### src/rtl/aorb_bist_pkg.sv
// aorb_bist shared definitions: FSM state encoding, the Gray vector
// table applied to the OR gate, and the error-counter saturation limit.
package aorb_bist_pkg;

  typedef enum logic [1:0] {
    ST_IDLE  = 2'd0,
    ST_DRIVE = 2'd1,
    ST_DONE  = 2'd2
  } state_e;

  localparam logic [7:0] ERR_MAX = 8'd255;

  // Packed Gray table, entry i at bits [2i+1:2i]: 00, 01, 11, 10.
  localparam logic [7:0] GRAY_TBL = 8'b10_11_01_00;

  function automatic logic [1:0] gray(input logic [1:0] idx);
    return GRAY_TBL[{idx, 1'b0} +: 2];
  endfunction

endpackage

### src/rtl/aorb_vec_gen.sv
// aorb_vec_gen: step counter, Gray sequencer and loop counter.
// Ports: clk/rst, en_i (advance), clr_i (zero all counters),
//   ab_o {a,b} for the current vector, vec_idx_o Gray position,
//   sample_strobe_o (last cycle of a vector while enabled),
//   last_vector_o (current vector is the final one of the run).
module aorb_vec_gen
  import aorb_bist_pkg::*;
#(
  parameter int SIM_COUNT   = 10,
  parameter int STEP_CYCLES = 10
) (
  input  logic       clk,
  input  logic       rst,
  input  logic       en_i,
  input  logic       clr_i,
  output logic [1:0] ab_o,
  output logic [1:0] vec_idx_o,
  output logic       sample_strobe_o,
  output logic       last_vector_o
);

  localparam int STEP_W = $clog2(STEP_CYCLES);
  localparam int LOOP_W = $clog2(SIM_COUNT + 1);

  logic [STEP_W-1:0] step_q, step_d;
  logic [1:0]        vec_q, vec_d;
  logic [LOOP_W-1:0] loop_q, loop_d;
  logic              step_last;

  assign step_last = (step_q == STEP_W'(STEP_CYCLES - 1));

  always_comb begin
    step_d = step_q;
    vec_d  = vec_q;
    loop_d = loop_q;
    if (clr_i) begin
      step_d = '0;
      vec_d  = '0;
      loop_d = '0;
    end else if (en_i) begin
      if (step_last) begin
        step_d = '0;
        // 2-bit index wraps 3 -> 0 on its own; the wrap closes a loop.
        vec_d  = vec_q + 2'd1;
        if (vec_q == 2'd3) begin
          loop_d = loop_q + LOOP_W'(1);
        end
      end else begin
        step_d = step_q + STEP_W'(1);
      end
    end
  end

  always_ff @(posedge clk or posedge rst) begin
    if (rst) begin
      step_q <= '0;
      vec_q  <= '0;
      loop_q <= '0;
    end else begin
      step_q <= step_d;
      vec_q  <= vec_d;
      loop_q <= loop_d;
    end
  end

  assign ab_o            = gray(vec_q);
  assign vec_idx_o       = vec_q;
  assign sample_strobe_o = en_i & step_last;
  // Final vector of the final loop: its sample edge ends the run.
  assign last_vector_o   = (vec_q == 2'd3) &&
                           (loop_q == LOOP_W'(SIM_COUNT - 1));

endmodule

### src/rtl/aorb_bist.sv
// aorb_bist: on-chip self-test for the 2-input OR gate. Drives Gray
// vectors on a_out/b_out, checks f_in against a|b once per vector.
// Ports: clk, rst (async, active-high), start, f_in (gate output);
//   a_out/b_out gate drive, busy, done, pass, err_count, vec_idx.
module aorb_bist
  import aorb_bist_pkg::*;
#(
  parameter int SIM_COUNT   = 10,
  parameter int STEP_CYCLES = 10
) (
  input  logic       clk,
  input  logic       rst,
  input  logic       start,
  input  logic       f_in,
  output logic       a_out,
  output logic       b_out,
  output logic       busy,
  output logic       done,
  output logic       pass,
  output logic [7:0] err_count,
  output logic [1:0] vec_idx
);

  state_e     state_q, state_d;
  logic [7:0] err_q, err_d;
  logic       gen_en, gen_clr;
  logic [1:0] ab;
  logic       strobe, last_vec;
  logic       mismatch;

  aorb_vec_gen #(
    .SIM_COUNT  (SIM_COUNT),
    .STEP_CYCLES(STEP_CYCLES)
  ) u_vec_gen (
    .clk            (clk),
    .rst            (rst),
    .en_i           (gen_en),
    .clr_i          (gen_clr),
    .ab_o           (ab),
    .vec_idx_o      (vec_idx),
    .sample_strobe_o(strobe),
    .last_vector_o  (last_vec)
  );

  assign mismatch = f_in != (ab[1] | ab[0]);

  always_comb begin
    state_d = state_q;
    err_d   = err_q;
    gen_en  = 1'b0;
    gen_clr = 1'b0;
    unique case (state_q)
      ST_IDLE, ST_DONE: begin
        if (start) begin
          state_d = ST_DRIVE;
          err_d   = '0;
          gen_clr = 1'b1;
        end
      end
      ST_DRIVE: begin
        gen_en = 1'b1;
        if (strobe) begin
          if (mismatch && (err_q != ERR_MAX)) begin
            err_d = err_q + 8'd1;
          end
          if (last_vec) begin
            state_d = ST_DONE;
          end
        end
      end
      default: state_d = ST_IDLE;
    endcase
  end

  always_ff @(posedge clk or posedge rst) begin
    if (rst) begin
      state_q <= ST_IDLE;
      err_q   <= '0;
    end else begin
      state_q <= state_d;
      err_q   <= err_d;
    end
  end

  assign busy      = (state_q == ST_DRIVE);
  assign done      = (state_q == ST_DONE);
  assign pass      = done && (err_q == 8'd0);
  assign err_count = err_q;
  // Gate inputs are held low outside a run.
  assign a_out     = busy & ab[1];
  assign b_out     = busy & ab[0];

endmodule
### config.mk
export PLATFORM = sky130hd
export DESIGN_NAME = aorb_bist
export DESIGN_NICKNAME = d
export VERILOG_FILES = /design/src/rtl/aorb_bist_pkg.sv /design/src/rtl/aorb_vec_gen.sv /design/src/rtl/aorb_bist.sv
export SDC_FILE = /design/constraint.sdc
export NUM_CORES = 1
export LEC_CHECK = 0
export CORE_ASPECT_RATIO = 1.2
export CORE_MARGIN = 1
export CORE_UTILIZATION = 45
export CTS_CLUSTER_DIAMETER = 100
export DETAILED_ROUTE_END_ITERATION = 7
export PLACE_DENSITY = 0.7
export SLEW_MARGIN = 40
export SYNTH_ARGS = -nofsm -noshare
export SYNTH_HDL_FRONTEND = slang
export SYNTH_HIERARCHICAL = 1
export SYNTH_SLANG_ARGS = --single-unit
export TNS_END_PERCENT = 10
### constraint.sdc
create_clock -name clk -period 4.05 [get_ports clk]
set_input_delay 0.81 -clock clk [delete_from_list [all_inputs] [get_ports clk]]
set_output_delay 0.81 -clock clk [all_outputs]
set_load 0.03 [all_outputs]
Yosys cells after proc, flatten, opt, wreduce, memory -nomap -nowiden
Index checks and enable logic that the tools add are counted.

storage, ports and cells
  bits in registers = 20
  output and inout bits = 15

operators by class
  bitwise logic cells = 4
  eq/ne operators = 11
  reduce and logical (&&, ||, !) cells = 14
  muxes and demuxes = 21
  shift operators = 1
  add/subtract/negate cells = 4

operators with widths
  cell                                                                         count
  4-bit 2-to-1 mux                                                             7
  8-bit 2-to-1 mux                                                             3
  8-bit case mux with 2 select lines                                           1
  2-bit 2-to-1 mux                                                             6
  4-bit by 1-bit adder with 4-bit output, second input constant                2
  8-bit by 1-bit adder with 8-bit output, second input constant                1
  4-bit equality test, second input constant                                   2
  8-bit logical NOT                                                            1
  8-bit inequality test, second input constant                                 1
  2-bit nonzero test                                                           4
  8-bit by 4-bit variable part select with 2-bit output, first input constant  1
  2-bit by 1-bit inequality test with 1-bit output, second input constant      3
  3-bit AND reduction                                                          2
  2-bit equality test, second input constant                                   2
  2-bit case mux with 2 select lines                                           1
  4-bit AND reduction                                                          1
  1-bit bitwise AND                                                            3
  1-bit logical AND                                                            3
  1-bit 2-to-1 mux                                                             3
  2-bit by 1-bit adder with 2-bit output, second input constant                1
  2-bit by 1-bit equality test with 1-bit output, second input constant        1
  2-bit logical NOT                                                            1
  2-bit inequality test, second input constant                                 1
  2-bit AND reduction                                                          1
  3 further kinds                                                              3

Depth between registers and ports, before layout
  depth in word-level cells = 7
  depth in mapped cells = 8
  depth with buffers taken out = 8

By module
The synthesis kept the hierarchy.

modules (own cells, without submodules)
  module        sequential area each (um^2)  instances  area each (um^2)  cells an instance
  aorb_bist     250.2                        1          665.6             74
  aorb_vec_gen  250.2                        1          581.8             61

Least setup slack after synthesis
Ideal clock, no wire load.

  path type = reg2out
  start point = register state_q[1]
  end point = output pass
  required time = 3240 ps
  stages on the path, launching flop included = 4
  setup slack = 1160 ps
  data arrival time = 2080 ps
  cells stage by stage = dfrtp_1 nor2b_1 nand4_1 nor4_1

between the ends
  longest elaborated chain between the ends = 2

RTL lines
  element                 line             text
  start, declared         aorb_bist.sv:24  state_e state_q, state_d;
  start signal, assigned  aorb_bist.sv:80  state_q <= state_d;
  2-bit equality test     aorb_bist.sv:86  assign done = (state_q == ST_DONE);
  net done                aorb_bist.sv:18  output logic done,
  1-bit logical AND       aorb_bist.sv:87  assign pass = done && (err_q == 8'd0);
  end, declared           aorb_bist.sv:19  output logic pass,

The timed path passes the listed nets, and every way through them passes these cells.

Worst setup path in the final report
  start point = register state_q[1]
  end point = output pass

between the ends
  longest elaborated chain between the ends = 2

RTL lines
  element              line
  2-bit equality test  aorb_bist.sv:86
  1-bit logical AND    aorb_bist.sv:87

Every way passes these cells.

==> impl_metrics.toml <==
[timing]
finalClockSkew_ps = 3.19
tns_ps = 0
grt_setup_unrepaired = "false"
finalSetupViolCount = 0
slew_violations = 0
timing.slew.headroom_pct = 73.6
hold_ws_ps = 589
period_share_pct = 71.5
maxClockFrequency_ghz = 0.346
setup_slack_ps = 1160
min_period_ps = 2890
tightest_slew_ps = 395
hold_violations = 0

[cells_and_area]
multi_input_area_sq_um = 683
insertedDiodeCount = 0
area_delta_synth_final_pct = 19.0
final_nets = 167
layout-drive-gt1-share_pct = 5.84
fillers = 240
seq_area_sq_um = 500

[synthesis]
yosys_warnings = 6
synthFlopType = "dfrtp_1"
yosysSeqAreaShare_pct = 40.1
synth_edf_count = 0
yosysUniqueCellTypes = 39
syn-num-nets = 146
syn_inst = 135
synthesis.area_sq_um = 1250
synthArstFlopShare_pct = 100
ys_top_cells_by_count = "dfrtp_1 (20), nand2_1 (15), inv_1 (13)"
ys_ff_latch = 20
yosys-top-cells-area = "dfrtp_1 (40%), ha_1 (7.0%), nand2_1 (4.5%), inv_1 (3.9%), a21oi_1 (3.2%)"
syn_avg_cell_area_sq_um = 9.24
synth_top_area_share_pct = 40.1
synth_most_common_cell = "dfrtp_1"
yosysTopAreaCell = "dfrtp_1"

[clock_network]
root_buffer = "clkbuf_4"
clkLatencyLatePin_ps = 290
cts_tree = "done"
h-tree-depth = 1
clk_pin_slew_ps = 110
cts_sinks = 20
cts-resized-gates = 0
cts_buffer_depth = 2
cts_made_buffers = 3
post_cts_buffers = 0
cts.hold.buffers_added = 0

[hold_path]
hp-start = "err_count[7]"
hold_path_class = "flip-flop to flip-flop"

[detailed_routing]
num_vias = 1078
viasPerCell = 5.76
ant_nets = 0
first_pass_iters = 4
routed_wl_um = 2720
wl_per_cell_um = 14.5
post-route-drc-count = 0
drt_iter0_drc = 21

[floorplanning]
io-pin-count = 19
die_w_um = 50.1
start_util_pct = 48.4
chipHeight_um = 59.7
rows = 20
die_area_sq_um = 2990
core_sq_um = 2580

[worst_setup_path]
worstSetupStartpointType = "flip-flop"
crit_arrival_ps = 2080
end_kind = "output port"
r2r-start = "state_q[1]"
startpoint = "state_q[1]"
crit_type = "flip-flop to output port"
required_ps = 3240
crit_fanout = 7

[placement]
place_congestion = 0.853
portBuffers = 18
post-place-ws_ps = 1490
dp_hpwl_um = 2050

[global_route]
antenna_found_initial = 0
grt_pass1_wl_um = 4720
first_global_vias = 1144
grt_max_degree = 21
grt_usage_pct = 21.0
grt.overflow.total = 0

[power_and_ir_drop]
leakage_uw = 0.000641
vdd_ir_drop_max_mv = 0.526
power_density_nw_per_um2 = 570

[run]
maxCapViolCount = 0

[status]
status = "finished clean"
metrics by stage:
step	area, sq um	power [uW]	utilization (%)	instances
after floorplan	1250	618	-	135
after global placement	1460	740	56.7	184
after detailed placement	1460	756	56.7	184
after CTS	1480	855	57.6	187
after global routing	1480	913	57.6	187
final	1480	846	57.6	187
final timing paths:
kind	to	slack [ps]	depth (start not counted)
worst max-delay path	pass	1160	4
worst min-delay path	err_count[7]	590	1
worst max register to register	err_count[1]	1660	8
worst min register to register	err_count[7]	590	1
max in group asynchronous	err_count[3]	2960	2
min in group asynchronous	u_vec_gen/step_q[0]	810	2
cells in the final DEF (no fill, tap or decap), drive strengths merged, types with 3 or more instances in the layout:
cell type and n:
nand2b 5, nand3b 3, a211oi 3, a21oi 8, nor2b 3, nor4 5, nand3 5, o21ai 7
clkdlybuf4s50 18, and2 5, inv 13, clkbuf 3, ha 7, nor2 5, dfrtp 20, mux2i 3
nand2 15
logic make-up after synthesis:
logic type | synth area share (%)
AND/OR/NAND/NOR | 26.1
AO/OA/AOI/OAI | 17.7
flip-flops | 40.1
buffers and inverters | 5.12
adder cells (fa/ha/maj) | 7.02
multiplexers | 3.31
XOR/XNOR | 0.702
metal layers:
| layer | track usage, % | vias up | part of all wire, % |
|---|---|---|---|
| li1 | - | 525 | - |
| met1 | 23.9 | 519 | 45 |
| met2 | 37.1 | 26 | 50 |
| met3 | 3.56 | 8 | 2.8 |
| met4 | 11.8 | 0 | 2.0 |
| met5 | 0 | - | 0 |
final cells by class:
cell class	count	share of cell area, %
tap	33	2.78
timing repair buffer	19	12.6
multi-input combinational	99	46.0
inverter	13	3.29
clock buffer	3	1.52
sequential	20	33.7
state kept, by name (all words and copies together), names as in the netlist:
signal and count:
u_vec_gen/loop_q 4, err_count 8, u_vec_gen/vec_idx_o 2, state_q 2, u_vec_gen/step_q 4
report_power, final:
part	total [uW]	internal, uW	switching, uW	leakage, uW
logic	424	185	239	0.000387
registers	329	255	74.0	0.000240
clock network	92.2	34.6	57.6	0.0000138
critical path, cell delays in order (launching register included):
cell	delay, ps
dfrtp_1	500
nor2b_1	260
nand4_1	110
nor4_1	200
clkdlybuf4s50_1	720
No activity file was read; power rests on OpenSTA's default activity.
==> RTL edit (same settings) <==
`SIM_COUNT` is set to 10 in 2 places; all go to 11.
--- a/src/rtl/aorb_vec_gen.sv
+++ b/src/rtl/aorb_vec_gen.sv
@@ -7,5 +7,5 @@
   import aorb_bist_pkg::*;
 #(
-  parameter int SIM_COUNT   = 10,
+  parameter int SIM_COUNT   = 11,
   parameter int STEP_CYCLES = 10
 ) (
--- a/src/rtl/aorb_bist.sv
+++ b/src/rtl/aorb_bist.sv
@@ -6,5 +6,5 @@
   import aorb_bist_pkg::*;
 #(
-  parameter int SIM_COUNT   = 10,
+  parameter int SIM_COUNT   = 11,
   parameter int STEP_CYCLES = 10
 ) (
Check against the original RTL: no difference found for any inputs over 10 cycles, from zero or initial values and one cycle with rst high; that may be too few to reach the edited logic, so the function may still have changed.
==> RTL edit against the original RTL <==
  * Sequential power up 7.6%
  * Sequential cell count stayed put
  * Power is 21% higher
  * Via count shrank 2.4%
  * Non-clock buffer count stayed put
  * Synthesized area rose by 0.10%
  * Routed wire length shrank 5.2%
  * Worst hold slack lost 0.026 ns
  * Worst setup slack got worse by 0.028 ns
  * Final area up 0.25%
  * Die area about the same
==> RTL edit: results (changes against the original RTL) <==
\begin{tabular}{lr}
\hline
Metric & Value \\
\hline
\multicolumn{2}{l}{\textbf{Finish}} \\
Number of inverters outside the clock class in the layout & 14 (was 13) \\
Multi-input combinational gate total & 96 (was 99) \\
Number of sequential cells & 20 (unchanged) \\
Fraction of area in multi-input gates & 45.0\% (was 46.0\%) \\
Area share of buffers outside the clock network & 12.6\% (about the same) \\
Share of the final layout cell area in sequential cells & 33.6\% (was 33.7\%) \\
Count of clock buffers in the final design & 4 (was 3) \\
\multicolumn{2}{l}{\textbf{STA}} \\
Worst clock skew & 0.00752 ns (was 0.00319 ns) \\
\multicolumn{2}{l}{\textbf{Drt}} \\
Detail Route met3 WL & 83 um (was 76 um) \\
Vias post-DR & 1052 (was 1078) \\
Metal-1 WL & 1230 um (was 1210 um) \\
Starting DRT DRC Count & 30 (was 21) \\
\multicolumn{2}{l}{\textbf{Placed design}} \\
Half-perimeter wire length of the detailed placement result & 1900 um (was 2050 um) \\
Placed inst area & 0.00145 mm\^{}2 (was 0.00146 mm\^{}2) \\
\multicolumn{2}{l}{\textbf{GRT}} \\
First-pass GRT wire length & 4690 um (was 4720 um) \\
Pin count of the biggest net entering global routing & 19 (was 21) \\
\multicolumn{2}{l}{\textbf{Synth}} \\
Post-synthesis net count & 145 (was 146) \\
Number of library cell types mapped by synthesis & 40 (was 39) \\
Multiplexer area fraction after synthesis & 3.21\% (was 3.31\%) \\
Share of synthesized area occupied by flip-flops and latches & 40.1\% (about the same) \\
Leading post-synthesis cells by instance count & 20 x sky130\_fd\_sc\_hd\_\_dfrtp\_1, 14 x sky130\_fd\_sc\_hd\_\_inv\_1, 13 x sky130\_fd\_sc\_hd\_\_nand2\_1 (was 20 x sky130\_fd\_sc\_hd\_\_dfrtp\_1, 15 x sky130\_fd\_sc\_hd\_\_nand2\_1, 13 x sky130\_fd\_sc\_hd\_\_inv\_1) \\
Share of synthesized cell area in full adder, half adder and majority cells & 7.01\% (was 7.02\%) \\
Area share of xor/xnor cells in the synthesized design & 0.701\% (was 0.702\%) \\
Compound-gate portion of the synthesized area & 18.2\% (was 17.7\%) \\
\multicolumn{2}{l}{\textbf{Status}} \\
Result of the run & complete, no violations (unchanged) \\
\multicolumn{2}{l}{\textbf{Power and ir drop}} \\
Internal cell power & 0.561 mW (was 0.475 mW) \\
\multicolumn{2}{l}{\textbf{Setup path}} \\
Worst reg-to-reg setup slack & 1.59 ns (was 1.66 ns) \\
Crit path arrival time & 2.11 ns (was 2.08 ns) \\
\multicolumn{2}{l}{\textbf{Die}} \\
DIE AREA & 0.00299 mm\^{}2 (about the same) \\
\hline
\end{tabular}
[RTL edit: logic make-up after synthesis]
kind of cell    after synthesis
mux                           4
fa+ha+maj                     7
simple gates                 51
xor+xnor                      1
buf+inv                      18
compound gates               33
flops                        20
[RTL edit: worst max-delay path, cell delays in order (launching register included)]
cell and delay [ns]:
sky130_fd_sc_hd__dfrtp_1 0.50, sky130_fd_sc_hd__nor2b_1 0.28, sky130_fd_sc_hd__nand4_1 0.13, sky130_fd_sc_hd__nor4_1 0.19, sky130_fd_sc_hd__clkdlybuf4s50_1 0.71
[RTL edit: stage by stage]
| step | setup slack, ns | total power [mW] | hold slack, ns | std cells | utilization [%] |
|---|---|---|---|---|---|
| 6_report | 1.13 | 1.03 | 0.562 | 186 | 57.7 |
| 5_1_grt | 0.909 | 1.12 | 0.599 | 186 | 57.7 |
| 4_1_cts | 1.13 | 1.03 | 0.565 | 186 | 57.7 |
| 3_5_place_dp | 1.49 | 0.910 | 0.541 | 182 | 56.3 |
| 3_3_place_gp | 1.53 | 0.893 | 0.534 | 182 | 56.3 |
| 2_1_floorplan | 1.16 | 0.748 | 0.515 | 134 | - |
[RTL edit: how the worst max path moves through the flow]
| stage | from | slack, ns | to |
|---|---|---|---|
| 4_1_cts | state_q[1] | 1.13 | pass |
| 3_5_place_dp | state_q[1] | 1.49 | pass |
| 3_3_place_gp | state_q[1] | 1.53 | pass |
| 2_1_floorplan | state_q[1] | 1.16 | pass |
| 6_report | state_q[1] | 1.13 | pass |
| 5_1_grt | state_q[1] | 0.91 | pass |
[RTL edit: power by group through the flow]
stage	Combinational (mW)	Clock, mW	Sequential [mW]
after detailed placement	0.552	0	0.357
after CTS	0.556	0.124	0.354
after global routing	0.616	0.136	0.370
final	0.552	0.119	0.354
after floorplan	0.367	0	0.381
after global placement	0.541	0	0.352
